### config.mk
export PLATFORM = sky130hd
export DESIGN_NAME = snax_task_csr_queue
export DESIGN_NICKNAME = d
export VERILOG_FILES = /design/src/rtl/snax_task_csr_queue_pkg.sv /design/src/rtl/snax_task_csr_queue_fifo.sv /design/src/rtl/snax_task_csr_queue.sv
export SDC_FILE = /design/constraint.sdc
export NUM_CORES = 1
export LEC_CHECK = 0
export ABC_AREA = 1
export CAP_MARGIN = 20
export CORE_MARGIN = 3
export CORE_UTILIZATION = 30
export CTS_CLUSTER_DIAMETER = 80
export DETAILED_ROUTE_END_ITERATION = 8
export PLACE_DENSITY = 0.45
export SLEW_MARGIN = 20
export SYNTH_ARGS = -nofsm -noshare
export SYNTH_HDL_FRONTEND = slang
export SYNTH_SLANG_ARGS = --single-unit
export TNS_END_PERCENT = 50
### constraint.sdc
create_clock -name clk_i -period 10.43 [get_ports clk_i]
set_input_delay 1.5645 -clock clk_i [delete_from_list [all_inputs] [get_ports clk_i]]
set_output_delay 1.5645 -clock clk_i [all_outputs]
set_load 0.02 [all_outputs]
### src/rtl/snax_task_csr_queue_pkg.sv
// CSR address map and FSM state type shared by the SNAX task CSR queue.
package csr_snax_def;

  localparam logic [11:0] CSR_SNAX_READ_TASK_READY_QUEUE = 12'h5fe;
  localparam logic [11:0] CSR_SNAX_WRITE_TASK_DONE_QUEUE = 12'h5ff;

  typedef enum logic {
    SNAX_TASK_Q_IDLE,
    SNAX_TASK_Q_RESP
  } snax_task_q_state_e;

endpackage

### src/rtl/snax_task_csr_queue_fifo.sv
// Valid/ready task FIFO with registered full/empty flags and wrap-bit pointers.
// SNAX_TASK_QUEUE_STATUS_EN adds a registered occupancy counter output.
module snax_task_fifo #(
  parameter int unsigned Width = 32,
  parameter int unsigned Depth = 4
) (
  input  logic                   clk,
  input  logic                   rst,
  input  logic                   push_valid,
  output logic                   push_ready,
  input  logic [Width-1:0]       push_data,
  output logic                   pop_valid,
  input  logic                   pop_ready,
  output logic [Width-1:0]       pop_data
`ifdef SNAX_TASK_QUEUE_STATUS_EN
  ,
  output logic [$clog2(Depth):0] count
`endif
);

  localparam int unsigned AW = $clog2(Depth);
  localparam int unsigned PW = AW + 1;

  logic [Width-1:0] mem [Depth];
  logic [PW-1:0]    wptr, rptr, wptr_next, rptr_next;
  logic             full, empty;
  logic             do_push, do_pop;

  assign push_ready = !full;
  assign pop_valid  = !empty;
  assign pop_data   = mem[rptr[AW-1:0]];

  assign do_push = push_valid && !full;
  assign do_pop  = pop_ready && !empty;

  assign wptr_next = wptr + PW'(do_push);
  assign rptr_next = rptr + PW'(do_pop);

  // Flags are derived from next pointers so they are valid straight from the flop.
  always_ff @(posedge clk) begin
    if (rst) begin
      wptr  <= '0;
      rptr  <= '0;
      empty <= 1'b1;
      full  <= 1'b0;
    end else begin
      wptr  <= wptr_next;
      rptr  <= rptr_next;
      empty <= (wptr_next == rptr_next);
      full  <= (wptr_next[AW] != rptr_next[AW]) &&
               (wptr_next[AW-1:0] == rptr_next[AW-1:0]);
    end
  end

  always_ff @(posedge clk) begin
    if (do_push) begin
      mem[wptr[AW-1:0]] <= push_data;
    end
  end

`ifdef SNAX_TASK_QUEUE_STATUS_EN
  always_ff @(posedge clk) begin
    if (rst) begin
      count <= '0;
    end else begin
      unique case ({do_push, do_pop})
        2'b10:   count <= count + 1'b1;
        2'b01:   count <= count - 1'b1;
        default: count <= count;
      endcase
    end
  end
`endif

endmodule

### src/rtl/snax_task_csr_queue.sv
// CSR front end for SNAX task queues: 0x5fe read pops the ready queue, 0x5ff write pushes the done queue.
// SNAX_TASK_QUEUE_STATUS_EN makes a 0x5ff read return {done occupancy, ready occupancy}.
module snax_task_csr_queue
  import csr_snax_def::*;
#(
  parameter int unsigned DataWidth  = 32,
  parameter int unsigned ReadyDepth = 4,
  parameter int unsigned DoneDepth  = 4
) (
  input  logic                 clk_i,
  input  logic                 rst_i,
  input  logic                 csr_req_valid_i,
  output logic                 csr_req_ready_o,
  input  logic [11:0]          csr_req_addr_i,
  input  logic                 csr_req_write_i,
  input  logic [DataWidth-1:0] csr_req_data_i,
  output logic                 csr_rsp_valid_o,
  input  logic                 csr_rsp_ready_i,
  output logic [DataWidth-1:0] csr_rsp_data_o,
  input  logic                 task_in_valid_i,
  output logic                 task_in_ready_o,
  input  logic [DataWidth-1:0] task_in_data_i,
  output logic                 task_done_valid_o,
  input  logic                 task_done_ready_i,
  output logic [DataWidth-1:0] task_done_data_o
);

  snax_task_q_state_e state, state_next;

  logic                 ready_push_ready, ready_pop_valid, ready_pop;
  logic                 done_push_ready, done_pop_valid, done_push;
  logic [DataWidth-1:0] ready_head, done_head;
  logic [DataWidth-1:0] rsp_data, rsp_data_next;
  logic                 is_rd_ready, is_wr_done, is_rd_done;
  logic                 req_ready, accept;

  assign is_rd_ready = !csr_req_write_i && (csr_req_addr_i == CSR_SNAX_READ_TASK_READY_QUEUE);
  assign is_wr_done  =  csr_req_write_i && (csr_req_addr_i == CSR_SNAX_WRITE_TASK_DONE_QUEUE);
  assign is_rd_done  = !csr_req_write_i && (csr_req_addr_i == CSR_SNAX_WRITE_TASK_DONE_QUEUE);

  assign accept    = csr_req_valid_i && req_ready;
  assign ready_pop = accept && is_rd_ready;
  assign done_push = accept && is_wr_done;

`ifdef SNAX_TASK_QUEUE_STATUS_EN
  logic [$clog2(ReadyDepth):0] ready_count;
  logic [$clog2(DoneDepth):0]  done_count;
  logic [DataWidth-1:0]        status;
  assign status = DataWidth'({16'(done_count), 16'(ready_count)});
`endif

  snax_task_fifo #(
    .Width (DataWidth),
    .Depth (ReadyDepth)
  ) i_ready_q (
    .clk        (clk_i),
    .rst        (rst_i),
    .push_valid (task_in_valid_i),
    .push_ready (ready_push_ready),
    .push_data  (task_in_data_i),
    .pop_valid  (ready_pop_valid),
    .pop_ready  (ready_pop),
    .pop_data   (ready_head)
`ifdef SNAX_TASK_QUEUE_STATUS_EN
    ,
    .count      (ready_count)
`endif
  );

  snax_task_fifo #(
    .Width (DataWidth),
    .Depth (DoneDepth)
  ) i_done_q (
    .clk        (clk_i),
    .rst        (rst_i),
    .push_valid (done_push),
    .push_ready (done_push_ready),
    .push_data  (csr_req_data_i),
    .pop_valid  (done_pop_valid),
    .pop_ready  (task_done_ready_i),
    .pop_data   (done_head)
`ifdef SNAX_TASK_QUEUE_STATUS_EN
    ,
    .count      (done_count)
`endif
  );

  always_ff @(posedge clk_i) begin
    if (rst_i) begin
      state <= SNAX_TASK_Q_IDLE;
    end else begin
      state <= state_next;
    end
  end

  // Stalls use the registered queue flags, so a same-cycle push/pop never unblocks a request.
  always_comb begin
    state_next    = state;
    req_ready     = 1'b0;
    rsp_data_next = '0;
    unique case (state)
      SNAX_TASK_Q_IDLE: begin
        req_ready = !rst_i &&
                    !(is_rd_ready && !ready_pop_valid) &&
                    !(is_wr_done && !done_push_ready);
        if (csr_req_valid_i && req_ready) begin
          state_next = SNAX_TASK_Q_RESP;
        end
      end
      SNAX_TASK_Q_RESP: begin
        if (csr_rsp_ready_i) begin
          state_next = SNAX_TASK_Q_IDLE;
        end
      end
      default: state_next = SNAX_TASK_Q_IDLE;
    endcase
    if (is_rd_ready) begin
      rsp_data_next = ready_head;
    end else if (is_rd_done) begin
`ifdef SNAX_TASK_QUEUE_STATUS_EN
      rsp_data_next = status;
`else
      rsp_data_next = '0;
`endif
    end
  end

  always_ff @(posedge clk_i) begin
    if (rst_i) begin
      rsp_data <= '0;
    end else if (accept) begin
      rsp_data <= rsp_data_next;
    end
  end

  assign csr_req_ready_o   = req_ready;
  assign csr_rsp_valid_o   = (state == SNAX_TASK_Q_RESP) && !rst_i;
  assign csr_rsp_data_o    = rst_i ? '0 : rsp_data;
  assign task_in_ready_o   = ready_push_ready && !rst_i;
  assign task_done_valid_o = done_pop_valid && !rst_i;
  assign task_done_data_o  = done_head;

endmodule

# Word-level counts from Yosys, hierarchy flattened
# Memories as Yosys holds them, arrays and structs flattened. A register that Yosys moved wholly into a read port is not among the register bits.
# Cells that the tools add are included.
[word_totals]
ff_bits = 49
input_bits = 83
n_memories = 2
output_inout_bits = 68
mem_bits_rw = 256
wordCells = 64
[memory_table]
columns = ["memory", "words", "word_bits", "read_ports", "rd_clocked_by_memory_dff", "wr", "line", "rtl"]
rows = [
  ["i_done_q.mem", 4, 32, 1, 1, 1, "snax_task_csr_queue_fifo.sv:24", "logic [Width-1:0] mem [Depth];"],
  ["i_ready_q.mem", 4, 32, 1, 1, 1, "snax_task_csr_queue_fifo.sv:24", ""],
]
[classes]
mux = 12
n_addsub = 4
n_eq_ne = 8
n_bitwise = 1
n_reduce_logical = 27
[ops]
columns = ["cell", "n"]
rows = [
  ["$mux 32", 2],
  ["$eq 12x11->1 const B", 2],
  ["$logic_and 1x1->1", 19],
  ["$add 3x1->3", 4],
  ["$logic_not 1->1", 8],
  ["$mux 1", 7],
  ["$eq 3x3->1", 2],
  ["$eq 2x2->1", 2],
  ["$mux 2", 2],
  ["$ne 1x1->1", 2],
  ["$pmux 1 s2", 1],
  ["$not 1->1", 1],
]

# Longest topological paths before layout
[logic_depth]
depth_word = 13
ltp_mapped = 17
depth_no_buf = 16

# Cells and area by module
# Synthesis repeated with hierarchy kept, for this count alone.
[unflattened]
cells_unflattened = 1012
hier_area_um2 = 12081.6
[modules_own_cells]
columns = ["module", "seq_area_each_um2", "area_each_um2", "cells_each", "instances"]
rows = [
  ["snax_task_fifo", 4003.8, 5200.0, 376, 2],
  ["snax_task_csr_queue", 660.6, 1681.6, 260, 1],
]

# Worst setup path after synthesis
# OpenSTA, ideal clock, no wires.
[synth_path]
kind = "input to register"
start = "in task_in_valid_i"
end = "mem i_ready_q.mem[0][0] (enable)"
slack_ns = 5.981
path_stages = 4
arrival_time_ns = 3.988
required_ns = 9.969
n_path_buf = 0
setup_time_ns = 0.461
cell_sequence = "inv_1 > nor2_1 > inv_1 > nor3_1"
[synth_via]
elab_chain_cells = 3
[synth_lines]
columns = ["element", "line", "rtl"]
rows = [
  ["start: declaration", "snax_task_csr_queue.sv:20", "input logic task_in_valid_i,"],
  ["$logic_and 1x1->1", "snax_task_csr_queue_fifo.sv:33", "assign do_push = push_valid && !full;"],
  ["$mux 1", "snax_task_csr_queue_fifo.sv:56", "if (do_push) begin"],
  ["$mux 1 (not written as such)", "snax_task_csr_queue_fifo.sv:57", "mem[wptr[AW-1:0]] <= push_data;"],
  ["end: declaration", "snax_task_csr_queue_fifo.sv:24", ""],
]
# Every way passes these cells.

# Worst setup path in the final report
[layout_path]
start = "in rst_i"
end = "out csr_req_ready_o"
[layout_via]
elab_chain_cells = 4
[layout_lines]
columns = ["element", "line", "rtl"]
rows = [
  ["start: declaration", "snax_task_csr_queue.sv:11", "input logic rst_i,"],
  ["$logic_not 1->1", "snax_task_csr_queue.sv:103", "req_ready = !rst_i &&"],
  ["$logic_and 1x1->1", "snax_task_csr_queue.sv:103", ""],
  ["$logic_and 1x1->1", "snax_task_csr_queue.sv:104", "!(is_rd_ready && !ready_pop_valid) &&"],
  ["$mux 1", "snax_task_csr_queue.sv:101", "unique case (state)"],
  ["end: declaration", "snax_task_csr_queue.sv:13", "output logic csr_req_ready_o,"],
]
# Every way passes these cells.

==> results.yml <==
synth:
  syn_inst: 1024
  synth_nets: 1115
  synth_area_mm2: 0.0120
  synth_ff_type: "edfxtp_1"
  synth_top_area_share_pct: 63.9
  yosys-top-cells-area: "edfxtp_1 (64%), dfxtp_1 (8.2%), nor2_1 (4.9%), o21ai_0 (4.9%), nand2_1 (4.5%)"
  synth_edf_count: 256
  ys_types: 32
  async_reset_ff_share_pct: 0
  syn_avg_cell_area_um2: 11.8
  yosysMostFrequentCell: "edfxtp_1"
  yosysWarnings: 0
  ys_seq_area_share_pct: 72.0
  ys_ff_latch: 305
  synthTopCellsByCount: "edfxtp_1 (256), nor2_1 (158), nand2_1 (145), o21ai_0 (117), inv_1 (89)"
  yosys.area.top_type: "edfxtp_1"
min_path:
  hp-class: "reg2reg"
clock_network:
  cts_max_path_buffers: 3
  cts_resized: 0
  cts_made_buffers: 36
  cts_htree_levels: 2
  post_cts_buffers: 0
  clk_pin_slew_ns: 0.05
  clock_latency_ns: 0.50
  cts_hold_buf: 0
  ctsRootBufferMaster: "clkbuf_16"
  cts_tree: "built"
  cts.sinks: 305
drt:
  drt-total-wl_mm: 30.0
  drtPass1Iterations: 5
  viasPerCell: 4.55
  drt_iter0_drc: 519
  vias: 7803
  ant_nets: 0
  routedWlPerCell_um: 17.5
  drc_errors: 0
global_route:
  grt.met1_usage_pct: 18.0
  grt_max_degree: 67
  busiest_layer: "met2"
  antenna_found_initial: 2
  grt_pass1_vias: 7899
  grt_pass1_wl_mm: 45.9
  grt.met2_usage_pct: 23.9
  grt_overflow_total: 0
  grt.total_usage_pct: 14.1
  grtUsageMet3_pct: 3.48
timing:
  setup_ws_ns: 4.91
  setup_viol: 0
  tns_ns: 0
  clock-skew-final_ns: 0.0105
  hold_viol: 0
  relSlewSlack_pct: 40.3
  maxSlewViolCount: 0
  worst_pin_slew_ns: 0.896
  rsz0062_at_grt: "false"
  min_period_ns: 5.52
  fmax_mhz: 181
  timing.final.crit_share_pct: 53.0
outcome:
  status: "completed"
die:
  io_pins: 151
  die-area_mm2: 0.0426
  placeableCoreArea_mm2: 0.0391
  die_w_um: 206
  initial_utilization_pct: 30.8
  die_h_um: 206
  num_rows: 72
job:
  drv_cap: 0
worst_setup_path:
  cp_cell_sequence: "clkdlybuf4s50_1 -> nor2_1 -> nand2_2 -> nor2_8 -> clkdlybuf4s50_1"
  endpoint_kind: "output pin"
  worstPathMaxFanout: 36
  critical_path_class: "in2out"
  critPathTopFamily: "buffers and inverters"
  max_stage_delay_ns: 0.76
  critPathArrivalTime_ns: 3.96
  start_kind: "input port"
  required_ns: 8.87
  path_buf_inv: 2
  crit_slowest_cell: "clkdlybuf4s50_1"
  crit_top_cell: "clkdlybuf4s50_1"
pwr:
  leakagePower_nw: 5.70
  powerDensity_mw_per_mm2: 177
  peakVddDrop_mv: 0.105
place:
  dp_hpwl_mm: 16.9
  gp_routability_congestion: 0.694
  io_buffers: 150
  pre_cts_slack_ns: 4.85
layout:
  nNetsFinal: 1264
  syn_to_final_growth_pct: 25.7
  drive_gt1_share_pct: 7.27
  final_util_pct: 38.7
## flip-flops by register name (all words and copies together) (netlist names)
register / cells
i_ready_q.rptr: 3
i_done_q.rptr: 3
i_done_q.empty: 1
i_ready_q.wptr: 3
i_done_q.mem: 128
i_done_q.full: 1
i_done_q.wptr: 3
i_ready_q.full: 1
i_ready_q.mem: 128
i_ready_q.empty: 1
rsp_data: 32
state: 1
## final timing paths
check / depth (start not counted) / end / from / slack [ns]
worst max-delay path: 5 / csr_req_ready_o / rst_i / 4.91
worst min-delay path: 2 / state$_SDFF_PP0_ / state$_SDFF_PP0_ / 0.49
worst max register to register: 12 / i_ready_q.full$_SDFF_PP0_ / state$_SDFF_PP0_ / 7.79
worst min register to register: 2 / state$_SDFF_PP0_ / state$_SDFF_PP0_ / 0.49
## final cells by class
class,instances,area [um^2]
Multi-Input combinational cell,570,2750
Fill cell,3819,24000
Antenna cell,1,2.50
Sequential cell,305,8670
Clock inverter,8,86.3
Tap cell,518,648
Clock buffer,54,990
Timing Repair Buffer,168,1630
Inverter,92,345
## worst reg2reg max path, delay by kind of cell, from the launching register on
| kind | cells | cell delay (ns) |
|---|---|---|
| AOI/OAI and AO/OA | 1 | 0.23 |
| adders and majority gates | 2 | 0.40 |
| buffers and inverters | 1 | 0.08 |
| DFF | 1 | 0.31 |
| and+or+nand+nor | 8 | 1.57 |
## stage by stage
step	power (W)	cell area [um^2]	hold WS, ns	cells
floorplan	0.00147	12000	0.458	1024
global placement	0.00155	14000	0.488	1653
detailed placement	0.00155	14000	0.485	1653
CTS	0.00272	15100	0.492	1715
global route	0.00278	15100	0.531	1715
finish	0.00267	15100	0.488	1716
## routing by layer
layer  up-vias  part of all wire [%]
li1       3844                     -
met1      3748                    44
met2       167                    47
met3        42                   6.3
met4         2                   2.0
met5         -                 0.037
## placed cells by master, fill, tap and decap left out, types with 3 or more instances in the layout
cell / synthesis / final
ha_1: 8 / 8
clkinv_2: 0 / 3
inv_1: 89 / 89
clkdlybuf4s50_1: 0 / 149
nand2_2: 10 / 10
o21ai_1: 11 / 11
nor3_2: 1 / 5
nand3_1: 35 / 35
edfxtp_1: 256 / 256
buf_4: 1 / 18
clkinv_1: 2 / 5
nand2_1: 145 / 145
nand4_1: 3 / 3
o22ai_1: 64 / 64
dfxtp_1: 49 / 47
clkbuf_16: 0 / 37
o21ai_0: 117 / 117
nor2_1: 158 / 154
clkbuf_1: 29 / 17
nor2_4: 1 / 5
xnor2_1: 6 / 6
## cell families (layout without fill, tap and decap cells)
family,after synthesis,in the layout,share of synthesized area (%)
AND/OR/NAND/NOR,361,361,12.4
flip-flops,305,305,72.0
AO/OA/AOI/OAI,195,195,8.84
buffers and inverters,149,322,5.51
adder cells (fa/ha/maj),8,8,0.832
XOR/XNOR,6,6,0.437
other,0,1,0
## where the power goes
part | internal [W] | leakage, nW | total, W | switching [W]
logic | 0.0000629 | 2.44 | 0.000149 | 0.0000863
clock network | 0.000701 | 0.521 | 0.00115 | 0.000453
registers | 0.00136 | 2.73 | 0.00137 | 0.00000855
total | 0.00212 | 5.70 | 0.00267 | 0.000548
Note: power is estimated with default switching activity, not from simulation.
